**config.mk**
```make
export PLATFORM = sky130hd
export DESIGN_NAME = i2s_tx_sequencer
export DESIGN_NICKNAME = d
export VERILOG_FILES = /design/src/rtl/i2s_tx_sequencer.sv
export SDC_FILE = /design/constraint.sdc
export NUM_CORES = 1
export LEC_CHECK = 0
export BUFFER_PORTS_ARGS = -buffer_cell sky130_fd_sc_hd__buf_2
export CAP_MARGIN = 20
export CORE_ASPECT_RATIO = 0.8
export CORE_MARGIN = 2
export CORE_UTILIZATION = 50
export DETAILED_ROUTE_END_ITERATION = 16
export PLACE_DENSITY_LB_ADDON = 0.08
export SKIP_CTS_REPAIR_TIMING = 1
export SYNTH_ARGS = -nofsm -noshare
export SYNTH_HDL_FRONTEND = slang
export SYNTH_SLANG_ARGS = --single-unit
```
**constraint.sdc**
```tcl
create_clock -name CLK -period 5.7 [get_ports CLK]
set_input_delay 0 -clock CLK [delete_from_list [all_inputs] [get_ports CLK]]
set_output_delay 0 -clock CLK [all_outputs]
set_load 0.02 [all_outputs]
```
**src/rtl/i2s_tx_sequencer.sv**
```systemverilog
// i2s_tx_sequencer
// Streams stereo frames from a small host FIFO into the I2S transmitter's
// two-slot sample bank. Each slot is written during the opposite LRCLK half
// so the transmitter never captures a half-updated word. Underflow is
// zero-filled and counted; disabling the block mutes both slots.

module i2s_tx_sequencer #(
   parameter int DEPTH       = 16,
   parameter int AW          = 4,
   parameter int SYNC_STAGES = 2
) (
   input  logic          CLK,
   input  logic          RESET,
   input  logic          LRCLK,
   input  logic          enable,
   input  logic          host_write,
   input  logic [31:0]   host_left,
   input  logic [31:0]   host_right,
   output logic          host_ready,
   output logic [AW:0]   fifo_level,
   output logic          tx_address,
   output logic          tx_write,
   output logic [31:0]   tx_writedata,
   output logic [15:0]   underflow_count,
   output logic [2:0]    state_out
);

   typedef enum logic [2:0] {
      IDLE      = 3'd0,
      WAIT_FALL = 3'd1,
      WR_L      = 3'd2,
      WAIT_RISE = 3'd3,
      WR_R      = 3'd4,
      MUTE_L    = 3'd5,
      MUTE_R    = 3'd6
   } state_t;

   localparam logic [AW:0] LEVEL_FULL = (AW+1)'(DEPTH);
   localparam logic [15:0] COUNT_MAX  = 16'hFFFF;

   // LRCLK synchronizer and edge detection
   logic [SYNC_STAGES-1:0] syncQ;
   logic                   lrDQ;
   logic                   lrS;
   logic                   lrFall;
   logic                   lrRise;

   // FIFO storage and bookkeeping
   logic [31:0]   memLeft  [DEPTH];
   logic [31:0]   memRight [DEPTH];
   logic [AW-1:0] wrPtrQ, wrPtrD;
   logic [AW-1:0] rdPtrQ, rdPtrD;
   logic [AW:0]   levelQ, levelD;
   logic          fifoEmpty;
   logic          pushEn;
   logic          popReq;
   logic          popEn;

   // Sequencer state and registered transmitter-side outputs
   state_t        stateQ, stateD;
   logic          txWriteQ, txWriteD;
   logic          txAddrQ, txAddrD;
   logic [31:0]   txDataQ, txDataD;
   logic [31:0]   holdQ, holdD;
   logic [15:0]   underflowCountQ, underflowCountD;

   // Bring LRCLK into the CLK domain and keep a one-cycle-delayed copy for edges
   always_ff @(posedge CLK or posedge RESET) begin
      if (RESET) begin
         syncQ <= '0;
         lrDQ  <= 1'b0;
      end else begin
         syncQ <= {syncQ[SYNC_STAGES-2:0], LRCLK};
         lrDQ  <= syncQ[SYNC_STAGES-1];
      end
   end

   assign lrS    = syncQ[SYNC_STAGES-1];
   assign lrFall = ~lrS & lrDQ;
   assign lrRise = lrS & ~lrDQ;

   assign fifoEmpty  = (levelQ == '0);
   assign host_ready = (levelQ != LEVEL_FULL);
   assign pushEn     = host_write & host_ready;
   assign popEn      = popReq & ~fifoEmpty;

   // Frame storage; no reset needed because the level gates every read
   always_ff @(posedge CLK) begin
      if (pushEn) begin
         memLeft[wrPtrQ]  <= host_left;
         memRight[wrPtrQ] <= host_right;
      end
   end

   // Pointer and level update; a simultaneous push and pop leaves the level alone
   always_comb begin
      wrPtrD = wrPtrQ;
      rdPtrD = rdPtrQ;
      levelD = levelQ;
      if (pushEn) begin
         wrPtrD = wrPtrQ + AW'(1);
      end
      if (popEn) begin
         rdPtrD = rdPtrQ + AW'(1);
      end
      case ({pushEn, popEn})
         2'b10:   levelD = levelQ + (AW+1)'(1);
         2'b01:   levelD = levelQ - (AW+1)'(1);
         default: levelD = levelQ;
      endcase
   end

   // FIFO pointer and level registers
   always_ff @(posedge CLK or posedge RESET) begin
      if (RESET) begin
         wrPtrQ <= '0;
         rdPtrQ <= '0;
         levelQ <= '0;
      end else begin
         wrPtrQ <= wrPtrD;
         rdPtrQ <= rdPtrD;
         levelQ <= levelD;
      end
   end

   // Next-state and next-output logic; tx outputs are loaded on entry to a write state
   always_comb begin
      stateD          = stateQ;
      popReq          = 1'b0;
      txWriteD        = 1'b0;
      txAddrD         = txAddrQ;
      txDataD         = txDataQ;
      holdD           = holdQ;
      underflowCountD = underflowCountQ;
      case (stateQ)
         IDLE: begin
            if (enable) begin
               stateD = WAIT_FALL;
            end
         end
         WAIT_FALL: begin
            if (!enable) begin
               stateD   = MUTE_L;
               txWriteD = 1'b1;
               txAddrD  = 1'b0;
               txDataD  = '0;
            end else if (lrFall) begin
               stateD   = WR_L;
               popReq   = 1'b1;
               txWriteD = 1'b1;
               txAddrD  = 1'b0;
               if (!fifoEmpty) begin
                  txDataD = memLeft[rdPtrQ];
                  holdD   = memRight[rdPtrQ];
               end else begin
                  txDataD = '0;
                  holdD   = '0;
                  if (underflowCountQ != COUNT_MAX) begin
                     underflowCountD = underflowCountQ + 16'd1;
                  end
               end
            end
         end
         WR_L: begin
            stateD = WAIT_RISE;
         end
         WAIT_RISE: begin
            if (lrRise) begin
               stateD   = WR_R;
               txWriteD = 1'b1;
               txAddrD  = 1'b1;
               txDataD  = holdQ;
            end
         end
         WR_R: begin
            stateD = WAIT_FALL;
         end
         MUTE_L: begin
            stateD   = MUTE_R;
            txWriteD = 1'b1;
            txAddrD  = 1'b1;
            txDataD  = '0;
         end
         MUTE_R: begin
            stateD = IDLE;
         end
         default: begin
            stateD = IDLE;
         end
      endcase
   end

   // Sequencer state, hold register, counter and registered tx outputs
   always_ff @(posedge CLK or posedge RESET) begin
      if (RESET) begin
         stateQ          <= IDLE;
         txWriteQ        <= 1'b0;
         txAddrQ         <= 1'b0;
         txDataQ         <= '0;
         holdQ           <= '0;
         underflowCountQ <= '0;
      end else begin
         stateQ          <= stateD;
         txWriteQ        <= txWriteD;
         txAddrQ         <= txAddrD;
         txDataQ         <= txDataD;
         holdQ           <= holdD;
         underflowCountQ <= underflowCountD;
      end
   end

   assign fifo_level      = levelQ;
   assign tx_write        = txWriteQ;
   assign tx_address      = txAddrQ;
   assign tx_writedata    = txDataQ;
   assign underflow_count = underflowCountQ;
   assign state_out       = stateQ;

endmodule

```
Word level (Yosys, flattened, before mapping)
Memories as Yosys holds them, arrays and structs flattened.
Cells that the tools add are included.
Widths: inputs -> output; s select.
- register bits: 101
- bits in latches: 0
- memory bits (writable): 1024
- ROM bits: 0
- output and inout port bits: 59
- logic and storage cells: 69
- memories kept: 2
- add/subtract/negate cells: 5
- $mul: 0
- div/mod/pow operators: 0
- order comparisons: 0
- equality and inequality tests: 12
- shift operators: 0
- multiplexer cells: 24
- bitwise operators: 7
- reductions and logical operators: 8
- memory list (memory ; words ; width ; rd ports ; clocked after memory_dff ; write ports ; line ; source):
    memLeft ; 16 ; 32 ; 1 ; 0 ; 1 ; 49 ; logic [31:0] memLeft [DEPTH];
    memRight ; 16 ; 32 ; 1 ; 0 ; 1 ; 50 ; logic [31:0] memRight [DEPTH];
- operator list (kind ; count):
    $mux 32 ; 5
    $pmux 32 s3 ; 1
    $pmux 3 s6 ; 1
    $add 16x1->16 const B ; 1
    $ne 16x16->1 const B ; 1
    $mux 3 ; 4
    $mux 1 ; 10
    $pmux 5 s2 ; 1
    $reduce_and 3->1 ; 3
    $add 4x1->4 const B ; 2
    $eq 3x2->1 const B ; 2
    $eq 3x3->1 const B ; 2
    $pmux 1 s3 ; 2
    $add 5x1->5 const B ; 1
    $logic_not 5->1 ; 1
    $ne 5x5->1 const B ; 1
    $reduce_and 5->1 ; 1
    $sub 5x1->5 const B ; 1
    $and 1x1->1 ; 4
    $ne 2x2->1 const B ; 2
    $eq 3x1->1 const B ; 1
    $logic_not 3->1 ; 1
    $ne 3x3->1 const B ; 1
    $not 1->1 ; 3
    other kinds (4) ; 4

Longest topological paths before layout
- word-level depth: 8
- depth in mapped cells: 13
- gate-level depth less buffers: 12

Worst setup path after synthesis
No wires, ideal clock.
- kind: reg2reg
- start point: register levelQ[0] (netlist: fifo_level[0])
- end point: memory memLeft[3][0] (enable)
- setup time: 0.565 ns
- arrival: 5.758 ns
- required time: 5.135 ns
- setup slack: -0.622 ns
- stages on the path, launching flop included: 7
- buffers on the path: 1
- period minus slack after synthesis: 6.322 ns
- cells stage by stage: dfrtp_1 nor4_1 nand2_1 and2_1 clkbuf_1 nand2_1 nor3_1
- longest elaborated chain between the ends: 4
- ends and longest elaborated chain (item ; line ; source):
    start, declared ; 53 ; logic [AW:0] levelQ, levelD;
    start signal, assigned ; 122 ; levelQ <= levelD;
    $ne 5x5->1 ; 83 ; assign host_ready = (levelQ != LEVEL_FULL);
    net host_ready ; 19 ; output logic host_ready,
    $and 1x1->1 ; 84 ; assign pushEn = host_write & host_ready;
    $mux 1 ; 89 ; if (pushEn) begin
    $mux 1 (not written as such) ; 90 ; memLeft[wrPtrQ] <= host_left;
    end, declared ; 49 ;
The timed path passes the listed nets, and every way through them passes these cells.

Worst setup path after layout
- start point: register rdPtrQ[2]
- end point: register txDataQ[31] (netlist: tx_writedata[31])
- longest elaborated chain between the ends: 5
- ends and longest elaborated chain (item ; line ; source):
    start, declared ; 52 ; logic [AW-1:0] rdPtrQ, rdPtrD;
    start signal, assigned ; 121 ; rdPtrQ <= rdPtrD;
    $mem_v2 16x32 ; - ;
    $mux 32 ; 152 ; if (!fifoEmpty) begin
    $mux 32 ; 147 ; end else if (lrFall) begin
    $mux 32 ; 142 ; if (!enable) begin
    $pmux 32 s3 ; 135 ; case (stateQ)
    end signal, assigned ; 206 ; txDataQ <= txDataD;
    end, declared ; 63 ; logic [31:0] txDataQ, txDataD;
Every way passes these cells. The select of a mux whose other input is x is not followed.
A chain may end at the register's enable or synchronous reset.

==> impl_metrics.yaml <==
sta:
  finalClockSkew_ns: 0.02385
  slew_violations: 0
  rsz0062_at_grt: "no"
  hold_viol: 0
  max_slew_margin_pct: 26.74
  max_freq_mhz: 300.3
  finalSetupTns_ns: 0
  min_period_ns: 3.330
  worst-slew-pin-transition_ns: 1.095
  setup_viol: 0
  fin_crit_sh_pct: 58.42
power:
  p_leak_nw: 16.22
  ir_worst_vdd_mv: 0.2988
  pwr_density_cell_mw_per_mm2: 438.1
yosys:
  synth_most_common_cell: "edfxtp_1"
  synthCells: 1968
  async_reset_ff_share_pct: 8.978
  synth_cell_types: 43
  synth_common_cells: "1,024 x edfxtp_1, 256 x mux4_2, 101 x dfrtp_1"
  synth_nets: 2048
  yosys.area.top_type_share_pct: 71.25
  yosysTopAreaCell: "edfxtp_1"
  ys_seq_area_share_pct: 77.10
  synth_ff_type: "edfxtp_1"
  synth_edf_count: 1024
  synth_seq_cells: 1125
  synth_area_leaders: "edfxtp_1 71%, mux4_2 13%, dfrtp_1 5.9%, mux2_2 2.6%, nand3_1 0.80%"
  syn_area_mm2: 0.04316
  syn-mean-instance-area_um2: 21.93
  yosysWarnings: 0
setup_path:
  rr_worst_depth: 5
  setup.worst_path.start: "rdPtrQ[2]"
  reg2reg_to: "tx_writedata[31]"
  timing.rr.start: "rdPtrQ[2]"
  path_buf_inv: 1
  crit_chain: "buf_4 -> mux4_2 -> mux2_2 -> a22oi_1 -> nand3_1"
  path_class: "reg -> reg"
  rrSetupSlack_ns: 2.37
  cp_max_fo: 43
  end_kind: "flop"
  path_delay_family: "flip-flops"
  slowest_delay_ns: 1.07
  cp.required_ns: 6.23
  start_kind: "flop"
  worstPathArrival_ns: 3.86
  critPathSlowestCell: "dfrtp_4"
finish:
  n_fill_cell: 6229
  syn2layout_area_growth_pct: 15.60
  fin_cells: 3432
  nets: 2287
  multi_input_area_mm2: 0.009484
  layout-drive-gt1-share_pct: 31.73
  register_area_mm2: 0.03329
clock_tree:
  cts_tree: "yes"
  clk_pin_slew_worst_paths_ns: 0.07
  clock-sinks: 1125
  clk-insertion-delay-late_ns: 0.68
  cts_buffers: 107
  cts_buffer_depth: 3
  cts_root_buf: "clkbuf_16"
  htree_levels: 3
die:
  start_util_pct: 50.40
  dieArea_mm2: 0.08870
  row_count: 96
  die_x_um: 332.5
  core_mm2: 0.08564
  die_y_um: 266.8
  io_pins: 128
worst_hold_path:
  min_path_type: "in -> async"
route:
  antenna_left: 0
  routed_wl_um: 102300
  viasPerCell: 6.099
  drtIter0Drc: 2240
  dr.pass1.iters: 5
  drc_errors: 0
  wl_per_cell_um: 29.79
  via_count: 20930
placement:
  gp_congestion: 0.7716
  portBuffers: 127
  dp_hpwl_um: 53220
  dp_cells: 3156
global_routing:
  antenna_found_initial: 7
  grt.overflow.total: 0
  grt_first_pass_wirelength_um: 149000
  grt_pass1_vias: 21150
  grt_usage_pct: 23.42
  grt_max_degree: 65
run:
  maxCapViolCount: 0
status:
  status: "finished clean"
## through the flow
step                setup WS (ns)  util (%)  hold WS (ns)  area [um2]  power (mW)
floorplan                   1.094         -       0.03143       43180       12.93
detailed placement          2.387     53.02        0.1119       45410       14.51
CTS                         2.366     57.44       -0.5894       49190       22.02
global placement            2.401     53.02        0.1132       45410       14.43
finish                      2.370     58.26       0.04593       49890       21.86
global route                2.199     58.25       0.09280       49880       22.65
## routing by layer
| layer | GRT usage (%) | vias to the layer above | part of all wire (%) |
|---|---|---|---|
| li1 | - | 8751 | - |
| met1 | 35.13 | 11290 | 45 |
| met2 | 36.37 | 727 | 47 |
| met3 | 3.807 | 161 | 6.1 |
| met4 | 5.860 | 4 | 2.2 |
| met5 | 0 | - | 0.026 |
## report_power, final
group	internal [mW]	total, mW	switching, mW
clock	4.49	7.52	3.03
sequential	10.0	10.7	0.636
combinational	1.46	3.67	2.21
## registers in the layout, summed over array words and instances, names as in the netlist
| register | flops |
|---|---|
| rdPtrQ | 4 |
| memLeft | 512 |
| syncQ | 2 |
| fifo_level | 5 |
| tx_address | 1 |
| lrDQ | 1 |
| tx_writedata | 32 |
| holdQ | 32 |
| underflow_count | 16 |
| memRight | 512 |
| state_out | 3 |
| wrPtrQ | 4 |
| tx_write | 1 |
## worst min-delay path: stages
cell and delay [ns]:
dlygate4sd3_1 0.53, buf_2 0.13, inv_4 0.59
## worst max path at each step
stage | cells after the start | to
after floorplan | 6 | memLeft[15][0]
after global placement | 5 | tx_writedata[31]
after detailed placement | 5 | tx_writedata[31]
after CTS | 5 | tx_writedata[31]
after global routing | 5 | tx_writedata[31]
final | 5 | tx_writedata[31]
## cell type report
cell class / instances / share of cell area, %
well taps: 1127 / 2.826
clock buffers: 142 / 6.036
clock inverters: 61 / 1.542
flip-flops and latches: 1125 / 66.73
inverters: 14 / 0.1103
repair buffers: 242 / 3.727
diodes: 4 / 0.02006
multi-input cells: 717 / 19.01
## kinds of logic after synthesis
group,share of synthesized area (%)
muxes,16.70
and+or+nand+nor,2.511
adders and majority gates,0.3363
DFF,77.10
AOI/OAI and AO/OA,1.583
buffers and inverters,1.299
xor gates and xnor gates,0.4667
## placed cells by master, fill, tap and decap left out, types with 4 or more instances in the layout
| cell type | Yosys | layout |
|---|---|---|
| o21ai_0 | 7 | 7 |
| edfxtp_1 | 1024 | 1024 |
| dfrtp_1 | 101 | 97 |
| nor2_4 | 0 | 13 |
| clkbuf_16 | 0 | 109 |
| ha_1 | 10 | 10 |
| mux2i_1 | 34 | 34 |
| inv_1 | 14 | 13 |
| clkinv_1 | 0 | 12 |
| mux4_2 | 256 | 256 |
| diode_2 | 0 | 4 |
| dfrtp_4 | 0 | 4 |
| clkinvlp_4 | 0 | 5 |
| mux2_2 | 98 | 98 |
| a221o_1 | 32 | 32 |
| nor3_1 | 9 | 4 |
| and3_1 | 4 | 4 |
| nor2_1 | 18 | 5 |
| clkbuf_8 | 0 | 16 |
| buf_12 | 0 | 15 |
| clkinv_2 | 0 | 23 |
| dlygate4sd3_1 | 0 | 69 |
| nand2_1 | 51 | 50 |
| a22oi_1 | 33 | 33 |
| buf_4 | 0 | 31 |
| xnor2_1 | 16 | 16 |
| clkbuf_1 | 69 | 17 |
| nor4_1 | 33 | 33 |
| nand4_1 | 9 | 9 |
| bufinv_16 | 0 | 17 |
| nand3_1 | 69 | 69 |
| nor3_4 | 0 | 4 |
| xor2_1 | 7 | 7 |
| nand2b_1 | 4 | 4 |
| buf_2 | 28 | 127 |
(Power assumes the default switching activity.)
